--- src/rtl/gbe_pkg.sv ---
// -----------------------------------------------------------------------------
// gbe_pkg
// Shared definitions for the 10GbE transmit packetizer: FSM state encoding,
// word / header field widths and the header-word builder.
// -----------------------------------------------------------------------------
package gbe_pkg;

  localparam int WORD_W     = 64;  // payload / transmit word width
  localparam int PKT_CNT_W  = 48;  // frame counter field in the header
  localparam int SRC_ID_W   = 16;  // source identifier field in the header
  localparam int OVF_CNT_W  = 16;  // overflow cycle counter width
  localparam int WORD_CNT_W = 11;  // payload word index, covers up to 1024 words

  typedef enum logic [1:0] {
    ST_IDLE,
    ST_HEADER,
    ST_PAYLOAD
  } state_t;

  // Header word layout: frame number in the upper bits, source id in the lower.
  function automatic logic [WORD_W-1:0] header_word(
    input logic [PKT_CNT_W-1:0] pkt,
    input logic [SRC_ID_W-1:0]  src
  );
    return {pkt, src};
  endfunction

endpackage

--- src/rtl/gbe_tx_packetizer_if.sv ---
// -----------------------------------------------------------------------------
// gbe_tx_packetizer_if
// Bundles the upstream payload handshake and the 10GbE core transmit port.
//   in_valid / in_data / in_ready : upstream word stream (ready from packetizer)
//   tx_valid / tx_data / tx_end_of_frame : words toward the core
//   tx_afull / tx_overflow : core transmit buffer status
// Modports:
//   master : the packetizer side
//   slave  : the environment (upstream source + core)
// -----------------------------------------------------------------------------
interface gbe_tx_packetizer_if;
  import gbe_pkg::*;

  logic              in_valid;
  logic [WORD_W-1:0] in_data;
  logic              in_ready;
  logic              tx_valid;
  logic [WORD_W-1:0] tx_data;
  logic              tx_end_of_frame;
  logic              tx_afull;
  logic              tx_overflow;

  modport master (
    input  in_valid, in_data, tx_afull, tx_overflow,
    output in_ready, tx_valid, tx_data, tx_end_of_frame
  );

  modport slave (
    output in_valid, in_data, tx_afull, tx_overflow,
    input  in_ready, tx_valid, tx_data, tx_end_of_frame
  );

endinterface

--- src/rtl/gbe_tx_packetizer.sv ---
// -----------------------------------------------------------------------------
// gbe_tx_packetizer
// Wraps PAYLOAD_WORDS upstream 64-bit words into a frame preceded by one
// header word {pkt_cnt, SRC_ID} and streams it to a 10GbE core transmit port.
// Ports:
//   clk, rst      : clock, synchronous active-high reset
//   en            : start a frame (looked at only while idle)
//   bus (master)  : upstream handshake + core transmit port
//   tx_dest_ip    : constant DEST_IP
//   tx_dest_port  : constant DEST_PORT
//   pkt_cnt       : frames fully emitted since reset (wraps)
//   ovf_cnt       : cycles with tx_overflow high (saturating)
//   ovf_flag      : sticky overflow indicator
// -----------------------------------------------------------------------------
import gbe_pkg::*;

module gbe_tx_packetizer #(
  parameter int          PAYLOAD_WORDS = 128,
  parameter logic [15:0] SRC_ID        = 16'h0000,
  parameter logic [31:0] DEST_IP       = 32'hC0A8050A,
  parameter logic [15:0] DEST_PORT     = 16'h2710
) (
  input  logic                  clk,
  input  logic                  rst,
  input  logic                  en,
  gbe_tx_packetizer_if.master   bus,
  output logic [31:0]           tx_dest_ip,
  output logic [15:0]           tx_dest_port,
  output logic [PKT_CNT_W-1:0]  pkt_cnt,
  output logic [OVF_CNT_W-1:0]  ovf_cnt,
  output logic                  ovf_flag
);

  localparam logic [WORD_CNT_W-1:0] LAST_IDX = WORD_CNT_W'(PAYLOAD_WORDS - 1);

  state_t                 state_q, state_d;
  logic [WORD_CNT_W-1:0]  word_cnt_q, word_cnt_d;
  logic [PKT_CNT_W-1:0]   pkt_cnt_q, pkt_cnt_d;
  logic [OVF_CNT_W-1:0]   ovf_cnt_q, ovf_cnt_d;
  logic                   ovf_flag_q, ovf_flag_d;
  logic                   tx_valid_q, tx_valid_d;
  logic                   tx_eof_q, tx_eof_d;
  logic [WORD_W-1:0]      tx_data_q, tx_data_d;
  logic                   in_ready_c;
  logic                   accept_c;

  // Gated with rst so upstream never sees a handshake while reset is applied.
  assign in_ready_c = (state_q == ST_PAYLOAD) && !bus.tx_afull && !rst;
  assign accept_c   = in_ready_c && bus.in_valid;

  always_comb begin
    state_d    = state_q;
    word_cnt_d = word_cnt_q;
    pkt_cnt_d  = pkt_cnt_q;
    tx_valid_d = 1'b0;
    tx_eof_d   = 1'b0;
    tx_data_d  = tx_data_q;   // data holds between valid words

    case (state_q)
      ST_IDLE: begin
        if (en) state_d = ST_HEADER;
      end
      ST_HEADER: begin
        if (!bus.tx_afull) begin
          tx_valid_d = 1'b1;
          tx_data_d  = header_word(pkt_cnt_q, SRC_ID);
          word_cnt_d = '0;
          state_d    = ST_PAYLOAD;
        end
      end
      ST_PAYLOAD: begin
        if (accept_c) begin
          tx_valid_d = 1'b1;
          tx_data_d  = bus.in_data;
          if (word_cnt_q == LAST_IDX) begin
            // Frame counter advances together with the end-of-frame word.
            tx_eof_d   = 1'b1;
            pkt_cnt_d  = pkt_cnt_q + 48'd1;
            word_cnt_d = '0;
            state_d    = ST_IDLE;
          end else begin
            word_cnt_d = word_cnt_q + 11'd1;
          end
        end
      end
      default: state_d = ST_IDLE;
    endcase

    ovf_cnt_d  = ovf_cnt_q;
    if (bus.tx_overflow && (ovf_cnt_q != '1)) ovf_cnt_d = ovf_cnt_q + 16'd1;
    ovf_flag_d = ovf_flag_q || bus.tx_overflow;
  end

  always_ff @(posedge clk) begin
    if (rst) begin
      state_q    <= ST_IDLE;
      word_cnt_q <= '0;
      pkt_cnt_q  <= '0;
      ovf_cnt_q  <= '0;
      ovf_flag_q <= 1'b0;
      tx_valid_q <= 1'b0;
      tx_eof_q   <= 1'b0;
      tx_data_q  <= '0;
    end else begin
      state_q    <= state_d;
      word_cnt_q <= word_cnt_d;
      pkt_cnt_q  <= pkt_cnt_d;
      ovf_cnt_q  <= ovf_cnt_d;
      ovf_flag_q <= ovf_flag_d;
      tx_valid_q <= tx_valid_d;
      tx_eof_q   <= tx_eof_d;
      tx_data_q  <= tx_data_d;
    end
  end

  assign bus.in_ready        = in_ready_c;
  assign bus.tx_valid        = tx_valid_q;
  assign bus.tx_data         = tx_data_q;
  assign bus.tx_end_of_frame = tx_eof_q;
  assign tx_dest_ip          = DEST_IP;
  assign tx_dest_port        = DEST_PORT;
  assign pkt_cnt             = pkt_cnt_q;
  assign ovf_cnt             = ovf_cnt_q;
  assign ovf_flag            = ovf_flag_q;

endmodule

--- src/flat_wrapper.sv ---
// flat-port wrapper written by rule: the top's interface ports become plain ports
module gbe_tx_packetizer_flat 
#(
  parameter int          PAYLOAD_WORDS = 128,
  parameter logic [15:0] SRC_ID        = 16'h0000,
  parameter logic [31:0] DEST_IP       = 32'hC0A8050A,
  parameter logic [15:0] DEST_PORT     = 16'h2710
)
  (clk, rst, en, tx_dest_ip, tx_dest_port, pkt_cnt, ovf_cnt, ovf_flag, bus_in_valid, bus_in_data, bus_tx_afull, bus_tx_overflow, bus_in_ready, bus_tx_valid, bus_tx_data, bus_tx_end_of_frame);
  gbe_tx_packetizer_if bus_i ();
  input  logic clk;
  input  logic rst;
  input  logic en;
  output logic [31:0] tx_dest_ip;
  output logic [15:0] tx_dest_port;
  output logic [PKT_CNT_W-1:0] pkt_cnt;
  output logic [OVF_CNT_W-1:0] ovf_cnt;
  output logic ovf_flag;
  input wire logic [$bits(bus_i.in_valid)-1:0] bus_in_valid;
  input wire logic [$bits(bus_i.in_data)-1:0] bus_in_data;
  input wire logic [$bits(bus_i.tx_afull)-1:0] bus_tx_afull;
  input wire logic [$bits(bus_i.tx_overflow)-1:0] bus_tx_overflow;
  output wire logic [$bits(bus_i.in_ready)-1:0] bus_in_ready;
  output wire logic [$bits(bus_i.tx_valid)-1:0] bus_tx_valid;
  output wire logic [$bits(bus_i.tx_data)-1:0] bus_tx_data;
  output wire logic [$bits(bus_i.tx_end_of_frame)-1:0] bus_tx_end_of_frame;
  assign bus_i.in_valid = bus_in_valid;
  assign bus_i.in_data = bus_in_data;
  assign bus_i.tx_afull = bus_tx_afull;
  assign bus_i.tx_overflow = bus_tx_overflow;
  assign bus_in_ready = bus_i.in_ready;
  assign bus_tx_valid = bus_i.tx_valid;
  assign bus_tx_data = bus_i.tx_data;
  assign bus_tx_end_of_frame = bus_i.tx_end_of_frame;
  gbe_tx_packetizer #(.PAYLOAD_WORDS(PAYLOAD_WORDS), .SRC_ID(SRC_ID), .DEST_IP(DEST_IP), .DEST_PORT(DEST_PORT)) u_core (.clk(clk), .rst(rst), .en(en), .bus(bus_i), .tx_dest_ip(tx_dest_ip), .tx_dest_port(tx_dest_port), .pkt_cnt(pkt_cnt), .ovf_cnt(ovf_cnt), .ovf_flag(ovf_flag));
endmodule
--- config.mk ---
export PLATFORM = sky130hd
export DESIGN_NAME = gbe_tx_packetizer_flat
export DESIGN_NICKNAME = d
export VERILOG_FILES = /design/src/rtl/gbe_pkg.sv /design/src/rtl/gbe_tx_packetizer_if.sv /design/src/rtl/gbe_tx_packetizer.sv /design/src/flat_wrapper.sv
export SDC_FILE = /design/constraint.sdc
export NUM_CORES = 1
export LEC_CHECK = 0
export CELL_PAD_IN_SITES_DETAIL_PLACEMENT = 1
export CELL_PAD_IN_SITES_GLOBAL_PLACEMENT = 1
export CORE_MARGIN = 8
export CORE_UTILIZATION = 25
export DETAILED_ROUTE_END_ITERATION = 10
export GPL_ROUTABILITY_DRIVEN = 0
export PLACE_DENSITY = 0.71
export SLEW_MARGIN = 20
export SYNTH_ARGS = -nofsm -noshare
export SYNTH_HDL_FRONTEND = slang
export SYNTH_SLANG_ARGS = --single-unit
--- constraint.sdc ---
create_clock -name clk -period 6.06 [get_ports clk]
set_input_delay 0.909 -clock clk [delete_from_list [all_inputs] [get_ports clk]]
set_output_delay 0.909 -clock clk [all_outputs]
set_load 0.02 [all_outputs]
==> results of run 1 <==
[final timing paths]
path / startpoint / to / cells after the start
setup / recovery: rst / bus_in_ready / 4
hold / removal: u_core.bus.tx_data[9] / u_core.bus.tx_data[9] / 2
setup reg to reg: u_core.state_q[0] / u_core.pkt_cnt[45] / 7
hold reg to reg: u_core.bus.tx_data[9] / u_core.bus.tx_data[9] / 2
[synthesized netlist by cell type (2+ instances only)]
library cell and count:
a21oi_1 35, nand2_1 43, nor3b_1 3, inv_1 9
nand4b_1 4, a211oi_1 49, nor3_1 16, buf_4 48
nor2b_1 4, and4_1 6, and3_1 10, conb_1 2
mux2i_1 51, o21ai_0 21, nand3b_1 17, buf_1 6
nor4_1 2, nor4_2 3, or3_1 16, clkbuf_1 34
xor2_1 22, o31ai_1 7, ha_1 7, buf_2 2
nand3_1 42, nor2_1 104, xnor2_1 19, or2_2 2
or4_1 9, dfxtp_1 144, and2_1 2, nand2b_1 4
nand4_1 32
[critical path: stages]
cell and delay, ns:
buf_4 0.40, buf_4 0.86, nor3b_1 0.10, clkdlybuf4s50_1 0.58
[metrics by stage]
step / utilization (%) / power [uW]
6_report: 35.1 / 2750
5_1_grt: 35.1 / 2900
4_1_cts: 35.0 / 2800
3_5_place_dp: 33.0 / 1770
3_3_place_gp: 33.0 / 1760
2_1_floorplan: - / 1500
[report_power, final]
part	leakage (uW)	internal, uW	switching (uW)	total, uW
Sequential	0.00117	1030	45.8	1080
Combinational	0.00174	280	385	665
Clock	0.000274	578	428	1010
[per-layer routing]
metal	up-vias	wire length, um
met1	3024	9910
li1	3092	-
met5	-	0
met4	0	131
met2	146	11300
met3	8	1310
[state kept, by name (all words and copies together), names as in the netlist]
signal                      count
u_core.ovf_cnt                 16
u_core.ovf_flag                 1
u_core.bus.tx_valid             1
u_core.state_q                  2
u_core.word_cnt_q              11
u_core.bus.tx_end_of_frame      1
u_core.pkt_cnt                 48
u_core.bus.tx_data             64
[final cells by class]
cell class,count,area [um2]
clock inverters,12,114
flip-flops and latches,144,2880
multi-input cells,593,3670
repair buffers,204,2030
clock buffers,20,447
fillers,3198,17900
well taps,378,473
inverters,10,42.5
[cell families (layout without fill, tap and decap cells)]
logic type	after synthesis	in the layout	synth area share [%]
compound gates	120	120	11.1
xor+xnor	41	41	5.19
fa+ha+maj	7	7	1.27
buf+inv	101	246	8.30
flops	144	144	41.7
mux	51	51	7.38
other cells	2	48	0.109
simple gates	326	326	25.0
==> metrics.txt, run 1 <==
met2 usage 23.7%; most frequent cells in the layout 200 x clkdlybuf4s50_1, 144 x dfxtp_1, 104 x nor2_1, 51 x mux2i_1, 49 x a211oi_1; clk buf depth 2; grt total ovfl 0; post-CTS sizing 0; DRC marker count from the first detailed-route iteration around 300; Yosys top cell by area dfxtp_1; gr usage total 13.5%; CTS Sinks 144; RSZ-0062 raised after global routing no; cts hold-fix bufs 0; Mean Syn Cell Area between 8 and 9 um2; Slew Limit Headroom approximately a third; Rows 61; Worst Setup End Kind primary output; max-slew violation count 0; Achievable Freq approximately 0.26 GHz; mapped cell area between 0.006 and 0.007 mm2; detailed-route via count approximately 6300; most used routing layer met2; VDD IR-drop max 0.145 mV; fin crit period about 4 ns; Root Buffer clkbuf_16; Post-DRT Antenna Nets 0; setup TNS 0 ns; DRT Pass-1 Iters 4; Ys Warns 0; clock-pin slew on the worst setup and hold paths ~0.060 ns; antenna violations before repair 0; NumNets Final between 1000 and 1500; most common cell after layout, fill and taps aside clkdlybuf4s50_1; Slew @ Worst Pin 1.02 ns; crit share post-route ~64%; DRC 0; nature of the critical path startpoint input port; via density per instance ~4.6; Distinct cells, synth 50; synth top area cells dfxtp_1 42%, mux2i_1 7.4%, nor2_1 5.6%, a211oi_1 5.3%, buf_4 5.2%; leakage roughly 0.0032 uW; # diodes 0; reg2reg setup slack roughly 3 ns; Die Ht 182 um; hold crit path type flop to flop; drt wl/cell approximately 17 um; setup repair bufs after CTS 0; H-tree depth 4; die width approximately 180 um; CP max FO between 90 and 100; Min Hold Slack approximately 0.48 ns; Num CTS Buffers 17; max cap viols 0; skew final between 0.01 and 0.015 ns; placed insts 1329; CTS tree yes; dpl cell area between 0.009 and 0.01 mm2; core area roughly 0.028 mm2; Data required, critical path 5.15 ns; Post-synth EDFFs 0; async set-reset flop share out of synthesis 0%; P per Cell Area about 280 mW/mm2; Final WS setup about 2.2 ns; final hold vios 0; I/O pin total 250; Syn-to-layout area delta 39.6%; initial core utilization about a quarter; Buffers on Ports around 200; vias in the first global route around 6600; Seq/Total Area, Yosys around two fifths; post-DP HPWL about 16000 um; pre-CTS setup slack 2.14 ns; largest net degree at the start of global routing 96; Finished Cell Area between 0.009 and 0.01 mm2; top-area cell type share of the netlist area approximately two fifths; cells after synthesis a little under 800; first-pass GRT wire length approximately 36000 um; die area between 0.03 and 0.04 mm2; status complete, no violations; share of post-route cells with drive strength above 1 ~5%; grt met3 use under 10%; M1 GR Usage approximately 16%; Primary FF master, synth dfxtp_1; Worst-Skew Late Latency about 0.42 ns; crit path kind input port to primary output; FF+latch count, synth between 100 and 150; Detailed Route WL between 20000 and 25000 um; Layout Cells excl Fill approximately 1400; setup violators final 0; WP data arrival between 2 and 3 ns
No activity file was read; power rests on OpenSTA's default activity.
==> inputs of run 2 (changes only) <==
==> constraint.sdc (replaced) <==
create_clock -name clk -period 3.7 [get_ports clk]
set_input_delay 0.555 -clock clk [delete_from_list [all_inputs] [get_ports clk]]
set_output_delay 0.555 -clock clk [all_outputs]
set_load 0.02 [all_outputs]
==> run 2 against run 1 <==
Net effect:
- critical path depth up 1
- clock power grew 83%
- total power up 72%
- sequential power grew 64%
- sequential cell count did not move
- final area grew 1.4%
- register-to-register slack lost 2.1 ns
- combinational power increased by 67%
- first-iteration DRC count down 21%
- die area stayed put
==> metrics.txt, run 2 (synthesized netlist as in run 1, its figures left out) <==
status complete, no violations; leakage 0.00327 uW; Worst Setup End Kind primary output; DRC marker count from the first detailed-route iteration around 240; max cap viols 0; Crit path max-delay family buffers and inverters; slowest stage cell, crit path clkdlybuf4s50_1; DRT Pass-1 Iters 4; Worst-Skew Late Latency 0.42 ns; initial core utilization 25.1%; met2 usage between 20% and 30%; M1 GR Usage approximately 16%; core area around 0.028 mm2; antenna violations before repair 0; clock-pin slew on the worst setup and hold paths 0.06 ns; largest net degree at the start of global routing 100; Post-DRT Antenna Nets 0; die area between 0.03 and 0.04 mm2; Syn-to-layout area delta 41.5%; CTS tree yes; Num CTS Buffers 17; VDD IR-drop max 0.290 mV; Detailed Route WL 23200 um; Data required, critical path 3.14 ns; max reg flops 64; cell depth of the worst setup path 5; reg2reg setup slack between 0.8 and 0.9 ns; DRC 0; most common cell after layout, fill and taps aside clkdlybuf4s50_1; post-CTS sizing 0; worst r2r src u_core.state_q[0]; drt wl/cell around 17 um; # diodes 0; Critical Path Sink bus_in_ready; gr usage total between 10% and 20%; setup TNS 0 ns; Root Buffer clkbuf_16; setup violators final 0; final hold vios 0; vias in the first global route between 6000 and 7000; Buffers on Ports between 200 and 250; grt total ovfl 0; detailed-route via count around 6400; skew final around 0.009 ns; via density per instance ~4.6; Die Ht between 150 and 200 um; worst path bufs/invs 3; crit share post-route 82.8%; Slew Limit Headroom 39.2%; setup repair bufs after CTS 0; CP max FO 45; reg2reg end u_core.bus.tx_data[36]; crit path from u_core.state_q[0]; hold crit path type flop to flop; critical path, cell by cell inv_1, ha_4, buf_4, nor3b_1, clkdlybuf4s50_1; Slew @ Worst Pin between 0.9 and 1 ns; RSZ-0062 raised after global routing no; fin crit period slightly above 3 ns; die width 182 um; Achievable Freq roughly 0.33 GHz; dpl cell area just over 0.009 mm2; Rows between 60 and 70; H-tree depth 4; most frequent cells in the layout 200 x clkdlybuf4s50_1, 144 x dfxtp_1, 104 x nor2_1, 51 x mux2i_1, 49 x a211oi_1; clk buf depth 2; grt met3 use under 10%; share of post-route cells with drive strength above 1 around 5.9%; crit path kind flop to primary output; cts hold-fix bufs 0; post-DP HPWL around 17000 um; crit-path max cell delay roughly 0.64 ns; I/O pin total 250; WP data arrival roughly 2.5 ns; nature of the critical path startpoint flop; Tot Pwr 4730 uW; Finished Cell Area between 0.009 and 0.01 mm2; most used routing layer met2; NumNets Final roughly 1100; CTS Sinks between 100 and 150; first-pass GRT wire length roughly 36000 um; max-slew violation count 0; Reg2Reg Depth 8; P per Cell Area a little under 500 mW/mm2
==> run 2: cell count changes in the layout (fill, tap and decap cells not counted) <==
cell,delta
clkinv_2,+2
buf_6,+1
o21ai_4,-1
clkinv_4,-6
o21ai_2,+1
clkbuf_8,+1
bufinv_16,+3
buf_4,+9
==> run 2: worst min path at each step <==
| stage | from | endpoint | slack (ns) | cells past startpoint |
|---|---|---|---|---|
| after floorplan | u_core.word_cnt_q[1] | u_core.word_cnt_q[1] | 0.46 | 2 |
| after global placement | u_core.ovf_flag | u_core.ovf_flag | 0.44 | 2 |
| after detailed placement | u_core.bus.tx_data[3] | u_core.bus.tx_data[3] | 0.47 | 2 |
| after CTS | u_core.bus.tx_data[3] | u_core.bus.tx_data[3] | 0.48 | 2 |
| after global routing | u_core.bus.tx_data[10] | u_core.bus.tx_data[10] | 0.49 | 2 |
| final | u_core.bus.tx_data[14] | u_core.bus.tx_data[14] | 0.47 | 2 |
==> run 2: area by class of cell <==
type / instances / area [um2]
clock buffers: 21 / 460
repair buffers: 214 / 2110
inverters: 10 / 42.5
flip-flops and latches: 144 / 2880
multi-input cells: 593 / 3660
clock inverters: 11 / 161
fillers: 3196 / 17800
well taps: 378 / 473
==> run 2: routing by layer <==
metal  wire [um]  vias to the layer above
met2       11400                      137
met1       10200                     3090
met5           0                        -
met3        1280                       19
li1            -                     3111
met4         265                        0
==> run 2: power breakdown <==
| group | internal [uW] | switching, uW |
|---|---|---|
| combinational | 467 | 639 |
| sequential | 1690 | 75.8 |
| clock | 1160 | 689 |
==> run 2: metrics by stage <==
step	util, %	hold slack [ns]	setup slack (ns)	instances
after detailed placement	33.3	0.467	0.409	1339
after CTS	35.5	0.479	0.581	1371
after global placement	33.3	0.444	0.427	1339
after global routing	35.5	0.492	0.513	1371
after floorplan	-	0.462	1.26	838
final	35.5	0.473	0.635	1371
==> run 2: worst reg2reg max path: stages, from the launching register on <==
cell and delay [ns]:
dfxtp_1 0.39, inv_1 0.11, ha_4 0.18, buf_4 0.33, a21oi_1 0.33, o21a_4 0.64
buf_4 0.44, nor2_1 0.08, a211oi_1 0.23
